[src/rtl/weight_instr_dispatcher.sv]
// Weight instruction dispatcher: queues weight instructions and hands them one at a time
// to the weight flow controller, dropping zero-length entries and timing out lost acks.
package weight_instr_dispatcher_pkg;
   typedef struct packed {
      logic [7:0]  opcode;
      logic [31:0] length;
      logic [39:0] weight_addr;
   } weight_instr_type;
endpackage

module weight_instr_dispatcher
   import weight_instr_dispatcher_pkg::*;
#(
   parameter int FIFO_DEPTH  = 4,
   parameter int ACK_TIMEOUT = 4
) (
   input  logic                          clk,
   input  logic                          rst,
   input  logic                          enable,
   input  weight_instr_type              in_instr,
   input  logic                          in_valid,
   output logic                          in_ready,
   output weight_instr_type              out_instr,
   output logic                          out_instr_enable,
   input  logic                          ctrl_busy,
   input  logic                          ctrl_resource_busy,
   output logic [$clog2(FIFO_DEPTH):0]   pending,
   output logic                          idle,
   output logic                          dropped,
   output logic                          timeout_err
);
   localparam int AW = $clog2(FIFO_DEPTH);
   localparam int TW = $clog2(ACK_TIMEOUT + 1);

   typedef enum logic [1:0] {IDLE, ISSUE, WAIT_ACK, WAIT_DONE} state_t;

   state_t           state;
   weight_instr_type mem [FIFO_DEPTH];
   weight_instr_type head;
   logic [AW-1:0]    wr_ptr, rd_ptr;
   logic [AW:0]      count;
   logic [TW-1:0]    to_cnt;
   logic             push, pop, empty, full;

   assign empty    = (count == '0);
   assign full     = (count == (AW+1)'(FIFO_DEPTH));
   assign in_ready = !full;
   assign pending  = count;
   assign idle     = (state == IDLE) && empty;
   assign head     = mem[rd_ptr];
   assign push     = in_valid && !full;
   // Zero-length heads are discarded regardless of controller state.
   assign pop      = (state == IDLE) && enable && !empty &&
                     ((head.length == '0) || (!ctrl_busy && !ctrl_resource_busy));

   always_ff @(posedge clk) begin
      if (push) mem[wr_ptr] <= in_instr;
   end

   always_ff @(posedge clk or negedge rst) begin
      if (!rst) begin
         wr_ptr <= '0;
         rd_ptr <= '0;
         count  <= '0;
      end else begin
         if (push) wr_ptr <= wr_ptr + AW'(1);
         if (pop)  rd_ptr <= rd_ptr + AW'(1);
         case ({push, pop})
            2'b10:   count <= count + (AW+1)'(1);
            2'b01:   count <= count - (AW+1)'(1);
            default: ;
         endcase
      end
   end

   always_ff @(posedge clk or negedge rst) begin
      if (!rst) begin
         state            <= IDLE;
         out_instr        <= '0;
         out_instr_enable <= 1'b0;
         dropped          <= 1'b0;
         timeout_err      <= 1'b0;
         to_cnt           <= '0;
      end else begin
         out_instr_enable <= 1'b0;
         dropped          <= 1'b0;
         timeout_err      <= 1'b0;
         case (state)
            IDLE: begin
               if (pop) begin
                  if (head.length == '0) begin
                     dropped <= 1'b1;
                  end else begin
                     out_instr        <= head;
                     out_instr_enable <= 1'b1;
                     state            <= ISSUE;
                  end
               end
            end
            ISSUE: begin
               to_cnt <= '0;
               state  <= WAIT_ACK;
            end
            WAIT_ACK: begin
               if (ctrl_busy) begin
                  state <= WAIT_DONE;
               end else if (to_cnt == TW'(ACK_TIMEOUT - 1)) begin
                  state       <= IDLE;
                  timeout_err <= 1'b1;
               end else begin
                  to_cnt <= to_cnt + TW'(1);
               end
            end
            WAIT_DONE: begin
               if (!ctrl_busy) state <= IDLE;
            end
            default: state <= IDLE;
         endcase
      end
   end
endmodule

[config.mk]
export PLATFORM = sky130hd
export DESIGN_NAME = weight_instr_dispatcher
export DESIGN_NICKNAME = d
export VERILOG_FILES = /design/src/rtl/weight_instr_dispatcher.sv
export SDC_FILE = /design/constraint.sdc
export NUM_CORES = 1
export LEC_CHECK = 0
export BUFFER_PORTS_ARGS = -buffer_cell sky130_fd_sc_hd__buf_2
export CORE_ASPECT_RATIO = 0.7
export CORE_MARGIN = 5
export CORE_UTILIZATION = 50
export DETAILED_ROUTE_END_ITERATION = 10
export PLACE_DENSITY = 0.8
export SLEW_MARGIN = 30
export SYNTH_ARGS = -nofsm -noshare
export SYNTH_HDL_FRONTEND = slang
export SYNTH_SLANG_ARGS = --single-unit
[constraint.sdc]
create_clock -name clk -period 4.3 [get_ports clk]
set_clock_uncertainty 0.1 [all_clocks]
set_input_delay 0.645 -clock clk [delete_from_list [all_inputs] [get_ports clk]]
set_output_delay 0.645 -clock clk [all_outputs]
set_load 0.01 [all_outputs]
==> flow_results.xml <==
<?xml version="1.0" encoding="UTF-8"?>
<metrics>
  <group name="outcome">
    <metric name="status" unit="">complete, no violations</metric>
  </group>
  <group name="place">
    <metric name="dpl.cell_count" unit="">1257</metric>
    <metric name="io_buffers" unit="">173</metric>
    <metric name="place_hpwl" unit="um">19090</metric>
    <metric name="placed_cell_area" unit="um^2">16790</metric>
    <metric name="place_congestion" unit="">0.7427</metric>
  </group>
  <group name="timing">
    <metric name="finalCriticalPeriod" unit="ps">4048</metric>
    <metric name="rsz0062_at_grt" unit="">false</metric>
    <metric name="clock.fmax" unit="GHz">0.2471</metric>
    <metric name="timing.max_slew.rel_slack" unit="">0.3484</metric>
    <metric name="tightest_slew" unit="ps">977.4</metric>
    <metric name="finalSetupTns" unit="ps">0</metric>
    <metric name="finalCritPeriodShare" unit="">0.9413</metric>
    <metric name="final_hold_violation_count" unit="">0</metric>
    <metric name="drv_slew" unit="">0</metric>
    <metric name="setup_violations" unit="">0</metric>
  </group>
  <group name="finish">
    <metric name="finish.net_count" unit="">980</metric>
    <metric name="num-fill-cells" unit="">2123</metric>
    <metric name="layout-drive-gt1-share" unit="">0.4470</metric>
    <metric name="final-instance-count-excl-fill" unit="">1328</metric>
    <metric name="area_growth_syn_to_layout" unit="%">17.89</metric>
    <metric name="finalInstanceArea" unit="um^2">18100</metric>
    <metric name="utilization" unit="">0.5998</metric>
  </group>
  <group name="clocking">
    <metric name="worst_skew_pair_later_pin_latency" unit="ps">520</metric>
    <metric name="path_clk_slew" unit="ps">70</metric>
    <metric name="numCtsBuffers" unit="">39</metric>
    <metric name="clock_tree_from_tritoncts" unit="">yes</metric>
    <metric name="ctsRootBufferMaster" unit="">clkbuf_16</metric>
    <metric name="holdBufCountCts" unit="">0</metric>
    <metric name="clockBufferDepth" unit="">3</metric>
    <metric name="cts.htree.levels" unit="">2</metric>
    <metric name="clkSinkCount" unit="">415</metric>
    <metric name="cts_resized" unit="">0</metric>
    <metric name="postCtsSetupBuffers" unit="">0</metric>
  </group>
  <group name="critical_path">
    <metric name="critical_path.max_stage_delay" unit="ps">560</metric>
    <metric name="worst_r2r_endpoint" unit="">pending[2]</metric>
    <metric name="critical_path_buf_inv_count" unit="">2</metric>
    <metric name="r2r_cells" unit="">12</metric>
    <metric name="setup.worst_path.end" unit="">pending[2]</metric>
    <metric name="critical_path.max_fanout" unit="">24</metric>
    <metric name="timing.critical_path.max_delay_family" unit="">simple AND/OR/NAND/NOR gates</metric>
    <metric name="setup.worst_path.class" unit="">reg2reg</metric>
    <metric name="cp_slowest_cell" unit="">dfrtp_4</metric>
    <metric name="rrSetupSlack" unit="ps">250</metric>
    <metric name="critical_path_arrival" unit="ps">4400</metric>
    <metric name="timing.critical_path.cells" unit="">buf_12 &gt; mux4_2 &gt; nor4_1 &gt; nand4_1 &gt; or2_2 &gt; a21oi_1 &gt; ha_1 &gt; inv_1 &gt; fa_1 &gt; xor2_1 &gt; nor2_1 &gt; xor2_1</metric>
    <metric name="rr_startpoint" unit="">rd_ptr[0]</metric>
    <metric name="critical_path.most_common_cell" unit="">xor2_1</metric>
    <metric name="critPathCaptureType" unit="">flip-flop</metric>
    <metric name="crit_cells" unit="">12</metric>
    <metric name="start_kind" unit="">flip-flop</metric>
    <metric name="setup.worst_path.start" unit="">rd_ptr[0]</metric>
    <metric name="worst_ep_required_time" unit="ps">4650</metric>
  </group>
  <group name="floorplan">
    <metric name="die_height" unit="um">156.6</metric>
    <metric name="ioPinCount" unit="">174</metric>
    <metric name="num_rows" unit="">53</metric>
    <metric name="die_w" unit="um">219.4</metric>
    <metric name="coreArea" unit="um^2">30170</metric>
    <metric name="floorplan.die_area" unit="um^2">34360</metric>
    <metric name="initial_core_util" unit="">0.5087</metric>
  </group>
  <group name="synth">
    <metric name="post_synth_fa_ha_maj_area_fraction" unit="">0.007010</metric>
    <metric name="synth-edff-count" unit="">320</metric>
    <metric name="post_synth_most_frequent_cells" unit="">edfxtp_1 (320), dfrtp_1 (95), mux4_2 (80)</metric>
    <metric name="synth_sequential_area_ratio" unit="">0.7809</metric>
    <metric name="syn_area" unit="um^2">15350</metric>
    <metric name="synth-compound-area-share" unit="">0.006276</metric>
    <metric name="synth_top_area_frac" unit="">0.6260</metric>
    <metric name="muxShareOfSynthArea" unit="">0.1780</metric>
    <metric name="synth_async_reset_ratio" unit="">0.2289</metric>
    <metric name="postSynthRegisterBits" unit="">415</metric>
    <metric name="synth.net_count" unit="">777</metric>
    <metric name="synth_top_cell_by_area" unit="">edfxtp_1</metric>
    <metric name="synthMostInstantiatedCell" unit="">edfxtp_1</metric>
    <metric name="synth-simple-area-share" unit="">0.01426</metric>
    <metric name="synthDistinctLibCells" unit="">34</metric>
    <metric name="combinational_family_with_the_most_area_after_synthesis" unit="">multiplexers</metric>
    <metric name="synth_cells" unit="">683</metric>
    <metric name="synthesis.area_per_instance" unit="um^2">22.47</metric>
    <metric name="synth.area.top_cells" unit="">edfxtp_1 (63%), dfrtp_1 (15%), mux4_2 (12%)</metric>
    <metric name="yosys_warnings" unit="">0</metric>
    <metric name="postSynth.topFlopCell" unit="">edfxtp_1</metric>
    <metric name="synth-xor-area-share" unit="">0.002282</metric>
  </group>
  <group name="detailed_routing">
    <metric name="wirelength" unit="um">31090</metric>
    <metric name="route.detailed.drc" unit="">0</metric>
    <metric name="wl_per_cell" unit="um">23.41</metric>
    <metric name="drtPass1Iterations" unit="">4</metric>
    <metric name="post_drt_via_cell_ratio" unit="">5.540</metric>
    <metric name="route.vias.total" unit="">7357</metric>
    <metric name="postRouteAntennaNets" unit="">0</metric>
    <metric name="detail_route.iter0.violations" unit="">518</metric>
  </group>
  <group name="flow_run">
    <metric name="cap_viol_max_count" unit="">0</metric>
  </group>
  <group name="grt">
    <metric name="grt_remaining_overflow" unit="">0</metric>
    <metric name="grt_first_pass_wirelength" unit="um">48070</metric>
    <metric name="grt_start_max_net_pins" unit="">59</metric>
    <metric name="vias_in_the_first_global_route" unit="">7932</metric>
    <metric name="grtUsageTotal" unit="">0.1856</metric>
    <metric name="antenna_found_initial" unit="">10</metric>
  </group>
  <group name="power">
    <metric name="max-vdd-ir-drop" unit="uV">423.4</metric>
    <metric name="power_density" unit="nW/um^2">633.5</metric>
    <metric name="total_leakage_power" unit="nW">6.826</metric>
  </group>
  <group name="worst_hold_path">
    <metric name="holdCritPathClass" unit="">in2async</metric>
  </group>
</metrics>
[layer usage]
layer	GRT usage	routed length [um]	vias up
li1	-	-	3194
met1	0.2661	13540	3864
met2	0.2875	14700	215
met3	0.05434	2162	64
met4	0.04483	549	20
met5	0	137	-
[cell families after synthesis]
| logic type | after synthesis |
|---|---|
| AND/OR/NAND/NOR | 41 |
| XOR/XNOR | 4 |
| flip-flops | 415 |
| AO/OA/AOI/OAI | 15 |
| adder cells (fa/ha/maj) | 8 |
| buffers and inverters | 37 |
| multiplexers | 163 |
[placed cells by master, fill, tap and decap left out, types with 8 or more instances in the layout]
cell       synthesis  routed
mux2_2            72      72
mux2_1             8       8
clkbuf_16          0      41
buf_2              3     172
dfrtp_1           95      93
inv_1              8       8
mux4_2            80      80
clkbuf_1          16      11
buf_4              8      17
clkbuf_8           0       8
edfxtp_1         320     320
nor4_1             8       8
[cell type report]
class	count	area [um^2]	share of cell area
antenna	1	2.502	0.0001383
clock buffer	60	1177	0.06506
clock inverter	10	130.1	0.007191
inverter	8	30.03	0.001659
multi-input combinational	231	3218	0.1778
sequential	415	11990	0.6628
tap	412	515.5	0.02849
timing repair buffer	191	1028	0.05683
[through the flow]
step	hold slack [ps]	power [mW]	setup WS [ps]
3_3_place_gp	377.0	8.019	387.2
3_5_place_dp	379.8	8.098	307.2
5_1_grt	62.20	12.02	30.91
2_1_floorplan	249.4	7.079	946.6
4_1_cts	40.73	11.60	270.6
6_report	31.28	11.46	252.4
[power breakdown]
group	internal, mW	total (mW)	leakage [nW]	switching [mW]
logic	0.963	2.16	2.07	1.19
clock network	2.07	3.48	0.642	1.40
registers	5.41	5.83	4.12	0.421
[how the worst min path moves through the flow]
stage,from,end,slack (ps),depth (start not counted)
finish,rst,out_instr[60],30,1
global route,rst,out_instr[54],60,1
CTS,rst,out_instr[60],40,1
detailed placement,out_instr[0],out_instr[0],380,1
global placement,out_instr[0],out_instr[0],380,1
floorplan,rst,dropped,250,0
[flip-flops by register name (all words and copies together), names as in the netlist]
name / count
to_cnt: 3
wr_ptr: 2
state: 2
mem: 320
out_instr_enable: 1
rd_ptr: 2
dropped: 1
pending: 3
timeout_err: 1
out_instr: 80
No activity file was read; power rests on OpenSTA's default activity.
